==> src/rtl/fetch_stage.sv <==
// rtl/fetch_stage.sv - instruction-fetch front end: PC, imem request, instruction buffer, redirect
//
// Optional feature macro: FETCH_ALIGN_CHECK_EN (misaligned-redirect fault).
//
// Ports:
//   clk, rst_n             clock, asynchronous active-low reset
//   imem_req / imem_addr   fetch request and address (address is pc_q)
//   imem_rdata             instruction word, one cycle after an accepted request
//   redirect_valid/_pc     taken branch/jump; flushes and restarts fetch
//   id_valid / id_ready    decode handshake
//   id_inst / id_pc        FIFO head (NOP and pc_q when empty)
//   id_pc4                 id_pc + 4
//   fetch_fault            sticky misaligned-redirect flag

module fetch_stage #(
    parameter logic [31:0] RESET_PC = 32'h0000_0000,
    parameter int          DEPTH    = 2
) (
    input  logic        clk,
    input  logic        rst_n,
    output logic        imem_req,
    output logic [31:0] imem_addr,
    input  logic [31:0] imem_rdata,
    input  logic        redirect_valid,
    input  logic [31:0] redirect_pc,
    output logic        id_valid,
    input  logic        id_ready,
    output logic [31:0] id_inst,
    output logic [31:0] id_pc,
    output logic [31:0] id_pc4,
    output logic        fetch_fault
);

    localparam int PTR_W = $clog2(DEPTH);
    localparam int CNT_W = $clog2(DEPTH + 1);
    localparam logic [31:0] NOP = 32'h0000_0013;

    logic [31:0]      r_pc;
    logic             r_inflight;
    logic [31:0]      r_inflight_pc;
    logic [CNT_W-1:0] r_count;
    logic [PTR_W-1:0] r_rd_ptr;
    logic [PTR_W-1:0] r_wr_ptr;
    logic [31:0]      r_mem_inst [DEPTH];
    logic [31:0]      r_mem_pc   [DEPTH];

    logic             w_fault;
    logic [31:0]      w_target;
    logic             w_nonempty;
    logic             w_pop;
    logic             w_push;
    logic [CNT_W:0]   w_credit;

`ifdef FETCH_ALIGN_CHECK_EN
    logic r_fault;

    // A misaligned target still loads pc_q as given; fetch stays parked by the fault.
    assign w_target = redirect_pc;

    always_ff @(posedge clk or negedge rst_n) begin
        if (!rst_n) begin
            r_fault <= 1'b0;
        end else if (redirect_valid && (redirect_pc[1:0] != 2'b00)) begin
            r_fault <= 1'b1;
        end
    end

    assign w_fault = r_fault;
`else
    assign w_target = redirect_pc & 32'hFFFF_FFFC;
    assign w_fault  = 1'b0;
`endif

    function automatic logic [PTR_W-1:0] f_next(input logic [PTR_W-1:0] p);
        return (p == PTR_W'(DEPTH - 1)) ? '0 : p + 1'b1;
    endfunction

    assign w_nonempty = (r_count != '0);
    assign id_valid   = w_nonempty && !redirect_valid;
    assign w_pop      = id_valid && id_ready;
    assign w_push     = r_inflight && !redirect_valid;

    // Entries already owed to the FIFO (buffered plus in flight) after this
    // cycle's pop; a new request is allowed only if it still has a slot.
    assign w_credit = {1'b0, r_count} + {{CNT_W{1'b0}}, r_inflight}
                    - {{CNT_W{1'b0}}, w_pop};
    assign imem_req = rst_n && !redirect_valid && !w_fault
                    && (w_credit < (CNT_W + 1)'(DEPTH));

    assign imem_addr   = r_pc;
    assign id_inst     = w_nonempty ? r_mem_inst[r_rd_ptr] : NOP;
    assign id_pc       = w_nonempty ? r_mem_pc[r_rd_ptr]   : r_pc;
    assign id_pc4      = id_pc + 32'd4;
    assign fetch_fault = w_fault;

    always_ff @(posedge clk or negedge rst_n) begin
        if (!rst_n) begin
            r_pc          <= RESET_PC;
            r_inflight    <= 1'b0;
            r_inflight_pc <= '0;
            r_count       <= '0;
            r_rd_ptr      <= '0;
            r_wr_ptr      <= '0;
        end else if (redirect_valid) begin
            r_pc       <= w_target;
            r_inflight <= 1'b0;
            r_count    <= '0;
            r_rd_ptr   <= '0;
            r_wr_ptr   <= '0;
        end else begin
            r_inflight <= imem_req;
            if (imem_req) begin
                r_pc          <= r_pc + 32'd4;
                r_inflight_pc <= r_pc;
            end
            if (w_push) begin
                r_wr_ptr <= f_next(r_wr_ptr);
            end
            if (w_pop) begin
                r_rd_ptr <= f_next(r_rd_ptr);
            end
            case ({w_push, w_pop})
                2'b10:   r_count <= r_count + CNT_W'(1);
                2'b01:   r_count <= r_count - CNT_W'(1);
                default: r_count <= r_count;
            endcase
        end
    end

    // Storage needs no reset: entries are only read while count is non-zero.
    always_ff @(posedge clk) begin
        if (w_push) begin
            r_mem_inst[r_wr_ptr] <= imem_rdata;
            r_mem_pc[r_wr_ptr]   <= r_inflight_pc;
        end
    end

endmodule
==> config.mk <==
export PLATFORM = sky130hd
export DESIGN_NAME = fetch_stage
export DESIGN_NICKNAME = d
export VERILOG_FILES = /design/src/rtl/fetch_stage.sv
export SDC_FILE = /design/constraint.sdc
export NUM_CORES = 1
export LEC_CHECK = 0
export ABC_AREA = 0
export BUFFER_PORTS_ARGS = -buffer_cell sky130_fd_sc_hd__buf_2
export CORE_UTILIZATION = 40
export CTS_CLUSTER_SIZE = 40
export DETAILED_ROUTE_END_ITERATION = 10
export PLACE_DENSITY = 0.74
export SYNTH_ARGS = -nofsm -noshare
export SYNTH_HDL_FRONTEND = slang
export SYNTH_SLANG_ARGS = --single-unit
==> constraint.sdc <==
create_clock -name clk -period 11.7 [get_ports clk]
set_input_delay 1.17 -clock clk [delete_from_list [all_inputs] [get_ports clk]]
set_output_delay 1.17 -clock clk [all_outputs]
set_load 0.05 [all_outputs]
==> flow_metrics.py <==
metrics = {
    "logic_synthesis": {
        "muxShareOfSynthArea_pct": 8.51,
        "synth_area_mm2": 0.00894,
        "netlist_instances": 768,
        "synth_top_family_by_area": "simple AND/OR/NAND/NOR gates",
        "ys_warn_count": 0,
        "synthFlopType": "edfxtp_1",
        "ys_ff_latch": 189,
        "synth-compound-area-share_pct": 7.04,
        "synth_xor_xnor_area_share_pct": 3.23,
        "yosysSeqAreaShare_pct": 59.8,
        "synth_cell_types": 60,
        "synth_fa_ha_area_share_pct": 0.644,
        "synth_edf_count": 124,
        "synth.avg_cell_area_um2": 11.6,
        "synth-simple-area-share_pct": 16.5,
        "synth_async_sr_flop_share_pct": 34.4,
    },
    "floorplan": {
        "die-area_mm2": 0.0230,
        "ios": 199,
        "die_x_um": 152,
        "core_area_mm2": 0.0219,
        "fp.dieH_um": 152,
        "start_util_pct": 40.8,
        "row_count": 54,
    },
    "finish": {
        "fin_area_mm2": 0.0107,
        "synthToLayoutAreaGrowth_pct": 19.2,
        "fillCellCount": 1993,
        "regArea_mm2": 0.00535,
        "multi_input_area_mm2": 0.00325,
        "nets": 1017,
        "utilization_pct": 48.7,
        "drive_above_1_share_pct": 29.3,
        "n_antenna_cell": 0,
    },
    "drt": {
        "drcViolationCount": 0,
        "vias_per_cell": 5.33,
        "wl_per_cell_um": 18.8,
        "wirelength_um": 23200,
        "first_iter_violations": 458,
        "dr.pass1.iters": 6,
        "routed-via-count": 6591,
        "ant_nets": 0,
    },
    "sta": {
        "worst_pin_slew_ps": 845,
        "skew_ps": 9.28,
        "timing.setup.tns_ps": 0,
        "fmax_ghz": 0.173,
        "drv_slew": 0,
        "hold_viol_final": 0,
        "maxSlewHeadroom_pct": 43.1,
        "finalSetupViolCount": 0,
        "worst_slack_ps": 5910,
        "finalCritPeriodShare_pct": 49.5,
        "rsz0062_at_grt": "false",
        "post-route-min-period_ps": 5790,
        "holdWs_ps": 471,
    },
    "clocking": {
        "cts.sinks": 189,
        "cts_root_buf": "clkbuf_16",
        "hold_buffers": 0,
        "cts-resized-gates": 0,
        "clk_pin_slew_ps": 70,
        "cts_setup_buffers": 0,
        "htree_num_levels": 4,
        "numCtsBuffers": 17,
        "clock_latency_ps": 430,
        "cts_tree": "done",
        "cts.path.max_buffers": 2,
    },
    "setup_path": {
        "crit_required_ps": 10530,
        "crit_top_cell": "buf_4",
        "path_delay_family": "buffers and inverters",
        "worstSetupEndpointType": "output pin",
        "regToRegSetupSlack_ps": 7170,
        "cp_max_fo": 66,
        "criticalPathCategory": "input port to output pin",
        "path_buf_inv": 6,
        "crit_slowest_cell": "or3_2",
        "cp_cell_sequence": "buf_2 > buf_4 > nor3_1 > ha_1 > nand2b_1 > fa_1 > xor2_1 > or3_2 > buf_4 > clkinv_1 > buf_4 > buf_2",
        "worstPathArrival_ps": 4620,
        "start_kind": "input port",
        "critPathMaxStageDelay_ps": 450,
    },
    "placed_design": {
        "gp_congestion": 0.815,
        "dp_slack_ps": 5950,
        "hpwl_um": 15700,
        "portBuffers": 189,
        "dpl_cell_area_mm2": 0.0101,
    },
    "power": {
        "powerDensity_mw_per_mm2": 172,
        "leakage_nw": 4.36,
        "vdd_ir_drop_max_v": 0.000115,
    },
    "global_route": {
        "gr-total-overflow": 0,
        "grt_pass1_vias": 6257,
        "track_usage_pct": 20.6,
        "grt_start_max_net_pins": 67,
        "grt_pass1_wl_um": 34900,
        "antenna_found_initial": 0,
    },
    "worst_hold_path": {
        "min_path_type": "register to register",
    },
    "flow_run": {
        "cap_violations": 0,
    },
    "run_status": {
        "status": "finished clean",
    },
}
[registers in the layout, indices dropped and copies added, names as in the netlist]
signal,count
r_mem_inst,64
r_mem_pc,60
imem_addr,30
r_inflight_pc,30
r_count,2
r_inflight,1
r_rd_ptr,1
r_wr_ptr,1
[power breakdown]
part | internal [mW] | switching (mW)
logic | 0.110 | 0.347
registers | 0.773 | 0.0524
clock network | 0.293 | 0.257
[final timing paths]
kind | from | to | depth (start not counted)
setup / recovery | redirect_valid | imem_req | 12
hold reg to reg | r_inflight_pc[23] | r_mem_pc[1][23] | 0
setup reg to reg | r_count[1] | imem_addr[30] | 16
min in group asynchronous | rst_n | r_inflight_pc[17] | 2
max in group asynchronous | rst_n | r_rd_ptr | 3
hold / removal | r_inflight_pc[23] | r_mem_pc[1][23] | 0
[final cells by class]
class | instances | area share [%]
Inverter | 25 | 0.880
Tap cell | 280 | 3.29
Timing Repair Buffer | 204 | 9.93
Clock inverter | 10 | 0.740
Multi-Input combinational cell | 508 | 30.5
Sequential cell | 189 | 50.2
Clock buffer | 21 | 4.43
[logic make-up after synthesis]
logic type | Yosys count
AOI/OAI and AO/OA | 99
adders and majority gates | 4
DFF | 189
and+or+nand+nor | 291
xor gates and xnor gates | 33
muxes | 74
buffers and inverters | 77
other | 1
[routing by layer]
| metal | global-route usage, % | routed length [um] | vias to the layer above |
|---|---|---|---|
| met5 | 0 | 0 | - |
| met4 | 6.88 | 443 | 0 |
| met3 | 5.39 | 2160 | 26 |
| met2 | 32.5 | 10800 | 324 |
| met1 | 27.5 | 9860 | 3160 |
| li1 | - | - | 3081 |
[metrics by stage]
stage / instances / power, mW
floorplan: 774 / 1.17
finish: 1237 / 1.83
global route: 1237 / 1.91
detailed placement: 1206 / 1.30
CTS: 1237 / 1.84
global placement: 1206 / 1.29
[cells in the mapped netlist (all sizes together), types with 3 or more instances]
master	count	area share [%]
nor3	28	2.0
edfxtp	124	42
dfrtp	65	18
a21oi	29	2.0
and4	7	0.74
nor2	54	2.3
a31oi	5	0.35
xor2	14	1.4
nor3b	4	0.57
clkbuf	30	1.3
nor4	6	0.83
ha	3	0.42
and3	7	0.49
nand2	133	5.7
mux2i	61	6.8
o211ai	5	0.42
o21ai	38	2.1
nand4	12	1.2
buf	22	1.8
nand3	19	1.1
inv	24	1.0
a22oi	4	0.34
a32oi	3	0.29
mux2	13	1.7
nand3b	3	0.25
o311ai	8	0.78
and2	5	0.35
xnor2	19	1.9
[cells in the final DEF, fill, tap and decap left out, types with 4 or more instances in the layout]
| cell type | instances |
|---|---|
| o211ai_1 | 5 |
| mux2_2 | 12 |
| and3_1 | 7 |
| buf_4 | 15 |
| o311ai_0 | 8 |
| conb_1 | 7 |
| edfxtp_1 | 124 |
| and4_1 | 5 |
| inv_1 | 24 |
| a21oi_2 | 7 |
| nor3_2 | 7 |
| and2_1 | 5 |
| buf_2 | 189 |
| a21oi_1 | 21 |
| a22oi_1 | 4 |
| dfrtp_1 | 64 |
| nor2_1 | 53 |
| mux2i_1 | 61 |
| nor3_1 | 21 |
| a31oi_1 | 5 |
| xor2_1 | 14 |
| xnor2_1 | 19 |
| o21ai_0 | 38 |
| clkbuf_16 | 18 |
| nand2_1 | 132 |
| nand4_1 | 10 |
| nand3_1 | 19 |
No activity file was read; power rests on OpenSTA's default activity.
